## config.mk

```make
export PLATFORM = sky130hd
export DESIGN_NAME = muldiv_sequencer
export DESIGN_NICKNAME = d
export VERILOG_FILES = /design/src/rtl/muldiv_sequencer.sv
export SDC_FILE = /design/constraint.sdc
export NUM_CORES = 1
export LEC_CHECK = 0
export CELL_PAD_IN_SITES_DETAIL_PLACEMENT = 2
export CELL_PAD_IN_SITES_GLOBAL_PLACEMENT = 2
export CORE_ASPECT_RATIO = 0.7
export CORE_UTILIZATION = 34
export CTS_BUF_LIST = sky130_fd_sc_hd__clkbuf_8
export CTS_CLUSTER_SIZE = 24
export DETAILED_ROUTE_END_ITERATION = 10
export PLACE_DENSITY_LB_ADDON = 0.08
export SLEW_MARGIN = 20
export SYNTH_ARGS = -nofsm -noshare
export SYNTH_HDL_FRONTEND = slang
export SYNTH_SLANG_ARGS = --single-unit
export TNS_END_PERCENT = 20
```

## constraint.sdc

```tcl
create_clock -name Clk -period 7.3 [get_ports Clk]
set_clock_uncertainty 0.15 [all_clocks]
set_input_delay 1.46 -clock Clk [delete_from_list [all_inputs] [get_ports Clk]]
set_output_delay 1.46 -clock Clk [all_outputs]
set_load 0.02 [all_outputs]
```

## src/rtl/muldiv_sequencer.sv

```systemverilog
// muldiv_sequencer: multi-cycle HI/LO engine for MULT/MULTU/DIV/DIVU.
// It uses shift-add multiply and restoring divide, one bit per cycle.
// It ends with a single 64-bit HI:LO commit and holds the PC while busy.
// Optional feature macro: MULDIV_ACCUM_EN. When defined, it enables MADD/MADDU/MSUB/MSUBU (Op 4-7).
module muldiv_sequencer #(
    parameter int unsigned DATA_WIDTH = 32
) (
    input  logic                      Clk,
    input  logic                      Rst,
    input  logic                      Start,
    input  logic [2:0]                Op,
    input  logic [DATA_WIDTH-1:0]     A,
    input  logic [DATA_WIDTH-1:0]     B,
    input  logic [2*DATA_WIDTH-1:0]   HiLoRead,
    output logic                      Busy,
    output logic                      Stall,
    output logic                      HiLoEn,
    output logic [2*DATA_WIDTH-1:0]   HiLoWrite,
    output logic                      DivZero
);

    localparam int unsigned W     = DATA_WIDTH;
    localparam int unsigned W2    = 2 * DATA_WIDTH;
    localparam int unsigned CNT_W = $clog2(DATA_WIDTH);
    localparam logic [CNT_W-1:0] CNT_LAST = CNT_W'(DATA_WIDTH - 1);

    typedef enum logic [1:0] {
        S_IDLE  = 2'd0,
        S_CALC  = 2'd1,
        S_FIXUP = 2'd2,
        S_WRITE = 2'd3
    } state_t;

    state_t state_q, state_d;

    logic            busy_q, busy_d;
    logic            hilo_en_q, hilo_en_d;
    logic            div_zero_q, div_zero_d;
    logic [W2-1:0]   hilo_write_q;

    logic            accept;
    logic            op_valid;

    // Iteration registers.
    // Multiply: {p_hi, p_lo} is the running product, and p_lo starts as the multiplier.
    // Divide: p_hi is the partial remainder, and p_lo shifts the dividend out and the quotient in.
    logic [CNT_W-1:0] cnt_q;
    logic [W-1:0]     p_hi_q;
    logic [W-1:0]     p_lo_q;
    logic [W-1:0]     opnd_q;
    logic             is_div_q;
    logic             dz_q;
    logic             neg_res_q;
    logic             neg_rem_q;

`ifdef MULDIV_ACCUM_EN
    logic             is_acc_q;
    logic             is_sub_q;
    logic [W2-1:0]    acc_q;
`else
    logic             unused_hilo;
    assign unused_hilo = ^HiLoRead;
`endif

    // Decode of the instruction presented at the accept edge.
    logic          cap_signed;
    logic          cap_a_neg;
    logic          cap_b_neg;
    logic          cap_div;
    logic          cap_dz;
    logic [W-1:0]  cap_a_mag;
    logic [W-1:0]  cap_b_mag;

    // One-bit step of the multiply and divide engines.
    logic [W:0]    addend;
    logic [W:0]    mul_sum;
    logic [W:0]    div_shift;
    logic [W:0]    div_diff;
    logic          div_ge;
    logic [W-1:0]  step_hi;
    logic [W-1:0]  step_lo;

    // Sign correction and accumulation applied in FIXUP.
    logic [W2-1:0] mag;
    logic [W2-1:0] prod_s;
    logic [W-1:0]  quo;
    logic [W-1:0]  rem;
    logic [W2-1:0] fix_res;

    // Op legality: accumulate ops exist only when the feature is built in.
    always_comb begin
`ifdef MULDIV_ACCUM_EN
        op_valid = 1'b1;
`else
        op_valid = ~Op[2];
`endif
    end

    // Next-state and output logic.
    // Stall must rise in the accept cycle itself, so it is combinational.
    always_comb begin
        state_d = state_q;
        accept  = 1'b0;
        Stall   = 1'b0;
        unique case (state_q)
            S_IDLE: begin
                if (Start && op_valid) begin
                    accept  = 1'b1;
                    Stall   = 1'b1;
                    state_d = S_CALC;
                end
            end
            S_CALC: begin
                Stall = 1'b1;
                if (cnt_q == CNT_LAST) begin
                    state_d = S_FIXUP;
                end
            end
            S_FIXUP: begin
                Stall   = 1'b1;
                state_d = S_WRITE;
            end
            S_WRITE: begin
                state_d = S_IDLE;
            end
            default: begin
                state_d = S_IDLE;
            end
        endcase
        busy_d     = (state_d != S_IDLE);
        hilo_en_d  = (state_d == S_WRITE);
        div_zero_d = (state_d == S_WRITE) && dz_q;
    end

    // State register and registered handshake outputs.
    always_ff @(posedge Clk or posedge Rst) begin
        if (Rst) begin
            state_q    <= S_IDLE;
            busy_q     <= 1'b0;
            hilo_en_q  <= 1'b0;
            div_zero_q <= 1'b0;
        end else begin
            state_q    <= state_d;
            busy_q     <= busy_d;
            hilo_en_q  <= hilo_en_d;
            div_zero_q <= div_zero_d;
        end
    end

    // Operand decode: signed ops have even Op codes; DIV and DIVU are 2 and 3.
    always_comb begin
        cap_signed = ~Op[0];
        cap_a_neg  = cap_signed & A[W-1];
        cap_b_neg  = cap_signed & B[W-1];
        cap_a_mag  = cap_a_neg ? -A : A;
        cap_b_mag  = cap_b_neg ? -B : B;
        cap_div    = (Op[2:1] == 2'b01);
        cap_dz     = cap_div && (B == '0);
    end

    // One iteration: a conditional add then shift right, or a restoring subtract then shift left.
    always_comb begin
        addend    = p_lo_q[0] ? {1'b0, opnd_q} : '0;
        mul_sum   = {1'b0, p_hi_q} + addend;
        div_shift = {p_hi_q, p_lo_q[W-1]};
        div_diff  = div_shift - {1'b0, opnd_q};
        div_ge    = ~div_diff[W];
        if (is_div_q) begin
            step_hi = div_ge ? div_diff[W-1:0] : div_shift[W-1:0];
            step_lo = {p_lo_q[W-2:0], div_ge};
        end else begin
            step_hi = mul_sum[W:1];
            step_lo = {mul_sum[0], p_lo_q[W-1:1]};
        end
    end

    // Final result: restore signs, apply the divide-by-zero pattern, and optionally accumulate.
    always_comb begin
        mag    = {p_hi_q, p_lo_q};
        prod_s = neg_res_q ? -mag : mag;
        quo    = neg_res_q ? -p_lo_q : p_lo_q;
        rem    = neg_rem_q ? -p_hi_q : p_hi_q;
        if (is_div_q) begin
            if (dz_q) begin
                fix_res = {p_lo_q, {W{1'b1}}};
            end else begin
                fix_res = {rem, quo};
            end
        end else begin
            fix_res = prod_s;
`ifdef MULDIV_ACCUM_EN
            if (is_acc_q) begin
                fix_res = is_sub_q ? (acc_q - prod_s) : (acc_q + prod_s);
            end
`endif
        end
    end

    // Datapath registers: capture on accept, iterate in CALC, commit the result in FIXUP.
    // For a zero divisor, the raw dividend is parked in p_lo and iteration is frozen.
    always_ff @(posedge Clk or posedge Rst) begin
        if (Rst) begin
            cnt_q        <= '0;
            p_hi_q       <= '0;
            p_lo_q       <= '0;
            opnd_q       <= '0;
            is_div_q     <= 1'b0;
            dz_q         <= 1'b0;
            neg_res_q    <= 1'b0;
            neg_rem_q    <= 1'b0;
            hilo_write_q <= '0;
`ifdef MULDIV_ACCUM_EN
            is_acc_q     <= 1'b0;
            is_sub_q     <= 1'b0;
            acc_q        <= '0;
`endif
        end else begin
            if (accept) begin
                cnt_q     <= '0;
                p_hi_q    <= '0;
                p_lo_q    <= cap_div ? (cap_dz ? A : cap_a_mag) : cap_b_mag;
                opnd_q    <= cap_div ? cap_b_mag : cap_a_mag;
                is_div_q  <= cap_div;
                dz_q      <= cap_dz;
                neg_res_q <= cap_a_neg ^ cap_b_neg;
                neg_rem_q <= cap_a_neg;
`ifdef MULDIV_ACCUM_EN
                is_acc_q  <= Op[2];
                is_sub_q  <= Op[2] & Op[1];
                acc_q     <= HiLoRead;
`endif
            end else if (state_q == S_CALC) begin
                cnt_q <= cnt_q + 1'b1;
                if (!dz_q) begin
                    p_hi_q <= step_hi;
                    p_lo_q <= step_lo;
                end
            end
            if (state_q == S_FIXUP) begin
                hilo_write_q <= fix_res;
            end
        end
    end

    assign Busy      = busy_q;
    assign HiLoEn    = hilo_en_q;
    assign HiLoWrite = hilo_write_q;
    assign DivZero   = div_zero_q;

endmodule

```

# After elaboration in Yosys (flattened, before gate mapping)
# Index checks and enable logic that the tools add are counted.
[word_totals]
ff_bits = 174
[op_classes]
n_bitwise = 6
n_eq_ne = 7
add_sub_neg = 8
n_reduce_logical = 9
n_mux = 28
[op_table]
columns = ["operator", "n"]
rows = [
  ["two-way mux 32 bit", 17],
  ["two-way mux 64 bit", 3],
  ["negator 32 bit", 4],
  ["negator 64 bit", 1],
  ["adder 32 x 32 -> 33 bit", 1],
  ["subtractor 33 x 32 -> 33 bit", 1],
  ["zero test 32 bit", 1],
  ["two-way mux 5 bit", 2],
  ["case mux 2 bit (4 select lines)", 1],
  ["== test 2 bit, second input constant", 3],
  ["adder 5 x 1 -> 5 bit, second input constant", 1],
  ["== test 5 bit, second input constant", 1],
  ["== test 2 x 1 -> 1 bit, second input constant", 2],
  ["two-way mux 2 bit", 2],
  ["nonzero test 2 bit", 2],
  ["logical AND 1 bit", 3],
  ["inverter 1 bit", 3],
  ["bitwise AND 1 bit", 2],
  ["zero test 2 bit", 1],
  ["two-way mux 1 bit", 2],
  ["!= test 2 bit, second input constant", 1],
  ["case mux 1 bit (2 select lines)", 1],
  ["AND reduction 2 bit", 1],
  ["OR reduction 2 bit", 1],
  ["XOR 1 bit", 1],
]

# Longest topological paths before layout
# Gate-level depths: netlist of run 1.
[logic_depth]
ltp_word = 6
ltp_mapped = 15
mapped_depth_nobuf = 14

# Worst setup path after synthesis of run 1
# OpenSTA, ideal clock, no wires.
[synth_path]
path_type = "input -> output"
start = "input port Start"
end = "output port Stall"
stages = 6
arrival_ns = 2.612
t_required_ns = 5.690
n_path_buf = 2
path_slack_ns = 3.078
path_cell_list = "nor2b_1 and2_1 clkbuf_1 clkbuf_1 nor2_1 nor2_1"
[synth_between]
elab_chain_cells = 3
[synth_lines]
columns = ["element", "line", "rtl"]
rows = [
  ["start: declaration", "10", "input logic Start,"],
  ["logical AND 1 bit", "107", "if (Start && op_valid) begin"],
  ["two-way mux 1 bit", "107", ""],
  ["case mux 1 bit (2 select lines)", "105", "unique case (state_q)"],
  ["end: declaration", "16", "output logic Stall,"],
]
# Every way passes these cells.

# Worst setup path in the final report of run 1
[layout_path]
start = "register p_lo_q[0]"
end = "register p_hi_q[28]"
[layout_between]
elab_chain_cells = 6
[layout_lines]
columns = ["element", "line", "rtl"]
rows = [
  ["start: declaration", "49", "logic [W-1:0] p_lo_q;"],
  ["start signal: assignment", "221", "p_lo_q <= cap_div ? (cap_dz ? A : cap_a_mag) : cap_b_mag;"],
  ["start signal: assignment", "236", "p_lo_q <= step_lo;"],
  ["two-way mux 32 bit", "163", "addend = p_lo_q[0] ? {1'b0, opnd_q} : '0;"],
  ["adder 32 x 32 -> 33 bit", "164", "mul_sum = {1'b0, p_hi_q} + addend;"],
  ["two-way mux 32 bit", "168", "if (is_div_q) begin"],
  ["two-way mux 32 bit", "234", "if (!dz_q) begin"],
  ["two-way mux 32 bit", "232", "end else if (state_q == S_CALC) begin"],
  ["two-way mux 32 bit", "218", "if (accept) begin"],
  ["end signal: assignment", "235", "p_hi_q <= step_hi;"],
  ["end: declaration", "48", "logic [W-1:0] p_hi_q;"],
]
# Every way passes these cells. The select of a mux whose other input is x is not followed.
# A chain may end at the register's enable or synchronous reset.

==> results.md, run 1 <==
- Clock-pin slew was measured on the worst setup and hold paths at 120 ps.
- Cells with a size suffix above 1 make up 4.747% of the layout.
- At the end of routability-driven placement, the weighted congestion stood at 0.9172.
- At the worst endpoint, the required time is 7630 ps.
- Counting along the longest clock path gives a buffer depth of 2.
- Along the worst path, the maximum fanout reaches 21.
- Derived from the worst setup path, the maximum achievable clock frequency is 195.7 MHz.
- The final count of hold timing violations came to 0.
- The number of pins exceeding their max-slew limit in the final report is 0.
- The count of maximum capacitance violations is 0.
- The type of the tightest min-delay check is flip-flop to flip-flop.
- The dominant combinational cell family by area after synthesis is compound AO/OA/AOI/OAI gates.
- Counting every net in the synthesized netlist gives 2356.
- The transition at the pin with the smallest max-transition slack is 1087 ps.
- The number of clock buffers added by TritonCTS is 17.
- After layout, the worst path uses 70.00% of the clock period.
- The clock net in this run drives a total of 174 sinks.
- For this run, the register share of the synthesized area comes to 27.01%.
- The synthesized netlist contains 76 unique library cells.
- The HPWL after detailed placement is 58.09 mm.
- Across the VDD grid, the largest voltage drop is 0.2457 mV.
- The classification of the worst setup path is flip-flop to flip-flop.
- The biggest area contributor in the post-synthesis netlist is dfrtp_1.
- STA classifies the critical path startpoint as a flip-flop.
- In this run the mean area of a mapped cell was 7.515 um^2.
- The flop and latch count out of synthesis is 174.
- The tightest slew margin relative to the limit is 27.44%.
- The total via count in the routed design is 17120.
- In the final routed layout, each cell accounts on average for 26.97 um.
- The global-route wire length before repair is 113.3 mm.
- The area growth from synthesis to layout is 13.56%.
- The total number of H-tree levels is 4.
- TritonCTS built the clock tree.
- The count of buffers added on input and output ports is 137.
- The worst setup path is captured at a flip-flop.
- The area of the die is 48300 um^2.
- Across all setup checks in the final design, the least slack found is 2190 ps.
- The final total negative setup slack is 0 ps.
- The prevailing post-synth register cell is dfrtp_1.
- After the first detailed-routing iteration, the DRC count stood at 1414.
- The synthesized netlist devotes 10.65% of its cell area to XOR and XNOR gates.
- Ranked by total cell area, the synthesized netlist is headed by dfrtp_1 (27%), a21oi_1 (6.8%), o21ai_0 (6.1%).
- Entering global routing, the biggest net connects 99 pins.
- Measured along the y axis, the die boundary spans 184.2 um.
- After synthesis, the share of flip-flops with an asynchronous set or reset is 100.0%.
- After Yosys synthesis, and, or, nand and nor cells account for 20.90% of the synthesized area.
- The cell count after synthesis came out at 2145.
- The floorplan has 66 rows.
- The number of global-route vias before repair is 17430.
- From left edge to right edge, the die measures 262.2 um.
- The cell area that synthesis handed to floorplanning was 16120 um^2.
- The flow ran to the end, and the final reports show no timing, DRC or antenna violations.
- The core footprint is 46570 um^2.
- Summed over all cells, the static leakage comes to 7.598 nW.
- The iteration count of the initial detailed-routing pass is 5.
- The clock reaches the later pin of the worst-skew pair after 560 ps.
- For this run, the post-layout net count is 2390.
- After clock tree synthesis, the repair step resized 0 gates.
- The count of antenna-violating nets left after detailed routing is 0.
- The initial antenna violation count is 1.
- The total DRC errors in the routed layout is 0.
- Dividing total power by cell area gives a power density of 492.5 nW/um^2.
- The arrival time at the worst endpoint is 5440 ps.
- Setup repair after global routing left no endpoint under its margin.
- In this run the count of I/O pins placed on the die edge is 202.
- Counting the fill cells in the layout gives 5376.
- For the finished layout, the period the worst path requires is 5110 ps.
- The share of the synthesized area in compound gates (AO/OA/AOI/OAI) is 26.40%.
- Timing analysis after detailed placement gives a worst setup slack of 1935 ps.
- The routed design has 75.62 mm of wire.
- The via-per-instance ratio is 6.105.
- After Yosys synthesis, full adders, half adders and majority gates account for 6.070% of the synthesized area.
- The post-CTS setup buffer count is 0.
- The sum of overflow across all layers after global routing is 0.
- The proportion of netlist area held by the largest area contributor is 27.01%.
- The clock tree root driver cell is clkbuf_8.
- The count of endpoints failing setup in the final report is 0.
- In the synthesized netlist, mux cells make up 3.446% of the area.
- The effective utilization at floorplan is 34.61%.
- The number of hold buffers added after cts is 0.
- The global-route usage over all layers is 31.15%.
- For this run, the number of Yosys warnings is 0.
- At the end of the flow the core is filled with cells to 39.30%.
- The number of enable-type register cells in the synthesized netlist is 0.
- The worst hold slack across all endpoints is 345.2 ps.
through the flow:
stage                     instance area (um^2)  power (mW)  instances
after floorplan                          16120       5.991       2145
after global placement                   17930       7.912       2772
after detailed placement                 17930       8.196       2772
after CTS                                18300       8.960       2803
after global routing                     18300       9.648       2803
final                                    18310       9.015       2804
state kept, by name, indices dropped and copies added (netlist names):
name       cells
p_lo_q        32
neg_res_q      1
Busy           1
state_q        2
p_hi_q        32
is_div_q       1
dz_q           1
HiLoWrite     64
opnd_q        32
neg_rem_q      1
DivZero        1
HiLoEn         1
cnt_q          5
logic make-up (layout without fill, tap and decap cells):
logic type / Yosys count / after routing
muxes: 55 / 55
buffers and inverters: 234 / 280
and+or+nand+nor: 710 / 710
adders and majority gates: 77 / 77
AOI/OAI and AO/OA: 699 / 699
xor gates and xnor gates: 196 / 196
DFF: 174 / 174
other: 0 / 1
report_power, final:
part	switching, mW	internal [mW]	leakage (nW)
Sequential	0.905	1.38	2.20
Combinational	3.71	2.30	5.22
Clock	0.469	0.255	0.173
Total	5.09	3.93	7.60
worst max-delay path, stage by stage, from the launching register on:
cell	delay, ps
dfrtp_1	520
inv_1	530
buf_4	410
nor2_1	90
ha_1	390
nand3_1	210
nor4_1	660
o21ai_0	220
nand3b_1	210
o311a_1	300
a21boi_0	300
o41ai_1	520
xor2_1	190
nand3_1	100
a31oi_1	200
layout make-up:
class	instances	area [um^2]	area share, %
clock inverters	13	122.6	0.6699
repair buffers	165	1589	8.681
well taps	612	765.7	4.183
diodes	1	2.502	0.01367
multi-input cells	1737	10900	59.54
flip-flops and latches	174	4358	23.81
inverters	84	320.3	1.750
clock buffers	18	247.7	1.353
placed cells by master, fill, tap and decap left out, types with 14 or more instances in the layout:
master,instances
xnor2_1,90
nand3_1,48
ha_1,74
dfrtp_1,173
a21o_1,32
o21ai_0,198
nand2_1,199
a21oi_1,219
or4_1,15
or3_1,32
and3_1,16
buf_4,27
o31ai_1,26
or2_2,14
nor3_1,40
a211oi_1,30
nor2_1,239
mux2i_1,51
nand4_1,15
clkdlybuf4s50_1,136
a31oi_1,22
inv_1,81
nand2b_1,19
o211ai_1,41
clkbuf_8,18
xor2_1,106
layer usage:
layer / up-vias / global-route usage [%] / part of all wire [%]
li1: 7726 / - / -
met1: 8864 / 46.85 / 50
met2: 466 / 46.83 / 43
met3: 62 / 3.968 / 5.4
met4: 0 / 7.106 / 1.7
met5: - / 0 / 0
cell usage after synthesis (22+ instances only):
| library cell | n |
|---|---|
| o21ai_0 | 198 |
| dfrtp_1 | 174 |
| inv_1 | 82 |
| a211oi_1 | 30 |
| clkbuf_1 | 132 |
| nor2_1 | 240 |
| a31oi_1 | 22 |
| nand3_1 | 48 |
| nor3_1 | 40 |
| a21oi_1 | 220 |
| nand2_1 | 200 |
| xnor2_1 | 90 |
| mux2i_1 | 51 |
| a21o_1 | 32 |
| o211ai_1 | 41 |
| ha_1 | 75 |
| o31ai_1 | 26 |
| xor2_1 | 106 |
| or3_1 | 32 |
worst paths after layout:
| kind | cells past startpoint | to | slack (ps) | startpoint |
|---|---|---|---|---|
| min in group asynchronous | 2 | HiLoWrite[38] | 1200 | Rst |
| min | 2 | opnd_q[8] | 350 | opnd_q[8] |
| min reg2reg | 2 | opnd_q[8] | 350 | opnd_q[8] |
| max | 14 | p_hi_q[28] | 2190 | p_lo_q[0] |
| max reg2reg | 14 | p_hi_q[28] | 2190 | p_lo_q[0] |
| max in group asynchronous | 3 | p_hi_q[16] | 4700 | Rst |
(Power assumes the default switching activity.)
==> run 2, diff against run 1 <==
Settings changed: CORE_UTILIZATION 34 to 30.
Clock period 7.3 ns to 4.25 ns, I/O delays scaled along.
==> run 2 against run 1 <==
Compared with the run above:
- global-route usage down 1.9 points
- register-to-register slack worse by 2000 ps
- largest power group unchanged
- sequential share of layout area down 1.8 points
- cell area up 8.2%
- hold slack about the same
- critical path depth down 1
- combinational power up 100%
- maximum frequency up 25%
==> results.md, run 2 (same netlist as run 1, synthesis figures left out) <==
- Traced cell by cell, the critical path runs through inv_1, ha_1, a21oi_1, nand2_1, o211ai_1, a21oi_1, or4b_1, and4b_2, buf_4, buf_12, nor2_1, a21oi_1, o221ai_1.
- The maximum number of buffers from clock root to sink came to 2 (unchanged).
- The cell area after placement came to 19340 um^2 (+7.9%).
- The number of nets in the finished design is 2551 (+6.7%).
- The DRC violation total after the first TritonRoute iteration came to 1211 (-14%).
- The via-per-instance ratio is 5.706 (-6.5%).
- In the layout the commonest cells are nor2_1 (240), a21oi_1 (219), nand2_1 (199).
- The clock tree root driver cell is clkbuf_8.
- The delay of the slowest critical-path stage is 540 ps (-120 ps).
- The die boundary height is 195.9 um (+6.4%).
- The filler cell count in the final layout is 6111 (+14%).
- The transition at the pin with the smallest max-transition slack came to 837.5 ps (-249.7 ps).
- The area of the die is 54680 um^2 (+13%).
- The count of maximum capacitance violations is 0 (unchanged).
- The path length in cells of the critical path is 13 (-1).
- The HPWL after detailed placement is 63.33 mm (+9.0%).
- The flow ran to the end, and the final reports show no timing, DRC or antenna violations.
- The part of the power in combinational logic is 72.6% (+5.9 points).
- The leakage power figure is 8.453 nW (+11%).
- The summed area of non-filler cells in the final layout is 19810 um^2 (+8.2%).
- The total DRC errors in the routed layout is 0 (unchanged).
- The tightest slew margin relative to the limit is 44.16% (+17 points).
- The switching power as a share of total power is 54.46% (-2.0 points).
- The global-route usage over all layers is 29.21% (-1.9 points).
- The clock sink count is 174 (unchanged).
- The pin count of the biggest net entering global routing is 106 (+7.1%).
- The iteration count of the initial detailed-routing pass was 5 (unchanged).
- The fraction of layout instances using a drive strength above 1 is 11.43% (+6.7 points).
- The internal power contribution is 7.623 mW (+94%).
- The peak fanout along the critical path is 11 (-48%).
- The highest clock rate came to 244.4 MHz (+25%).
- The total via count in the routed design is 17540 (+2.5%).
- Setup repair after global routing left no endpoint under its margin.
- The count of input and output buffers was 137 (unchanged).
- The initial antenna violation count came to 3 (+2).
- STA classifies the critical path startpoint as a flip-flop.
- The most common cell after layout, fill and taps aside is nor2_1.
- The number of global-route vias before repair is 18280 (+4.9%).
- The tightest min-delay check is of the flip-flop to flip-flop type.
- The die width was 279.1 um (+6.4%).
- The portion of total power attributed to sequential cells is 19.5% (-5.8 points).
- The sum of overflow across all layers after global routing is 0 (unchanged).
- The worst-skew pair later-pin latency came to 540 ps (-20 ps).
- The final total negative setup slack came to 0 ps (unchanged).
- The power per cell area is 845.1 nW/um^2 (+72%).
- The cell row count is 70 (+6.1%).
- The number of pins exceeding their max-slew limit in the final report is 0 (unchanged).
- The slowest stage of the critical path is the or4b_1 cell.
- The count of antenna-violating nets left after detailed routing came to 0 (unchanged).
- The number of hold buffers added after cts is 0 (unchanged).
- The worst setup path is of the flip-flop to flip-flop kind.
- The CTS buffer count is 17 (unchanged).
- The average wire per cell in the routed design is 26.15 um (-3.0%).
- The final count of hold timing violations is 0 (unchanged).
- The total wire length after detailed routing came to 80.38 mm (+6.3%).
- The area occupied by registers is 4358 um^2 (unchanged).
- The number of primary I/O pins is 202 (unchanged).
- The required time at the endpoint of the critical path is 4550 ps (-3080 ps).
- The clock transition at the register clock pins on the worst setup and hold paths after CTS is 120 ps (about the same).
- The ratio of final minimum period to clock period was 96.29% (+26 points).
- The core footprint was 52640 um^2 (+13%).
- The peak supply drop is 0.4005 mV (+63%).
- The count of endpoints failing setup in the final report is 0 (unchanged).
- The final estimated routing congestion in global placement is 0.9175 (about the same).
- The flip-flop count of the largest register after layout is 64 (unchanged).
- The post-CTS setup buffer count came to 0 (unchanged).
- The switching power total came to 9.115 mW (+79%).
- The global-route wire length before repair is 120.1 mm (+6.0%).
- The arrival time at the worst endpoint is 4390 ps (-1050 ps).
- The final critical-path required period is 4092 ps (-1018 ps).
- STA classifies the critical path endpoint as a flip-flop.
- The hold path depth is 1 (-1).
- Grouping stages by cell kind, the critical path spends the most delay in simple AND/OR/NAND/NOR gates.
- The worst path buffer plus inverter count was 3 (+1).
- The total number of H-tree levels is 4 (unchanged).
- The cell occurring most often along the worst timing path is a21oi_1.
- The CTS tree is yes.
- The clock network fraction of design power is 7.8% (-0.2 points).
- The path depth of the worst reg2reg path came to 13 (-1).
- The area taken by multi-input logic gates was 10930 um^2 (+0.32%).
- The effective utilization at floorplan was 30.62% (-4.0 points).
- The signed area change from the synthesized netlist to the final layout is 22.87%.
## run 2: cell count changes in the layout (fill, tap and decap cells not counted), sizes merged
| cell | previous run | this run |
|---|---|---|
| clkbuf | 18 | 17 |
| buf | 29 | 190 |
| bufinv | 0 | 1 |
| clkinv | 4 | 10 |
| clkinvlp | 5 | 1 |
| inv | 88 | 87 |
## run 2: final timing paths
kind / start / endpoint / slack [ps]
max: opnd_q[5] / p_hi_q[11] / 160
min in group asynchronous: Rst / HiLoWrite[63] / 600
max reg2reg: opnd_q[5] / p_hi_q[11] / 160
min reg2reg: HiLoWrite[46] / HiLoWrite[46] / 350
max in group asynchronous: Rst / is_div_q / 2620
min: HiLoWrite[46] / HiLoWrite[46] / 350
## run 2: area by class of cell
| type | count | share of cell area [%] |
|---|---|---|
| Clock buffer | 17 | 1.181 |
| Sequential cell | 174 | 22.00 |
| Tap cell | 720 | 4.549 |
| Multi-Input combinational cell | 1737 | 55.21 |
| Inverter | 84 | 1.611 |
| Timing Repair Buffer | 326 | 14.44 |
| Antenna cell | 1 | 0.01264 |
| Clock inverter | 15 | 0.9919 |
## run 2: power by group through the flow
stage / sequential (mW) / clock, mW / combinational (mW)
2_1_floorplan: 3.13 / 0 / 7.16
3_3_place_gp: 3.26 / 0 / 11.5
3_5_place_dp: 3.30 / 0 / 11.9
4_1_cts: 3.27 / 1.36 / 12.0
5_1_grt: 3.36 / 1.40 / 13.1
6_report: 3.27 / 1.31 / 12.2
## run 2: stage by stage
step	utilization, %	std cells	hold slack, ps	setup slack [ps]	power (mW)
after floorplan	-	2145	299.8	713.5	10.29
after global placement	36.75	3041	312.1	2.642	14.75
after detailed placement	36.75	3041	325.7	-71.06	15.22
after CTS	37.56	3073	354.4	4.699	16.63
after global routing	37.62	3073	376.3	35.20	17.89
final	37.63	3074	345.7	157.8	16.74
## run 2: timing repair
| item | 4_1_cts | 5_1_grt |
|---|---|---|
| gates resized for setup | 0 | 8 |
| setup endpoints to repair | 0 | 6 |
| hold endpoints to repair | 0 | 0 |
## run 2: routing by layer
metal | global-route usage (%) | share of wire (%)
met2 | 42.93 | 42
met4 | 5.189 | 1.4
met5 | 0 | 0.015
met1 | 44.83 | 52
met3 | 4.371 | 4.7
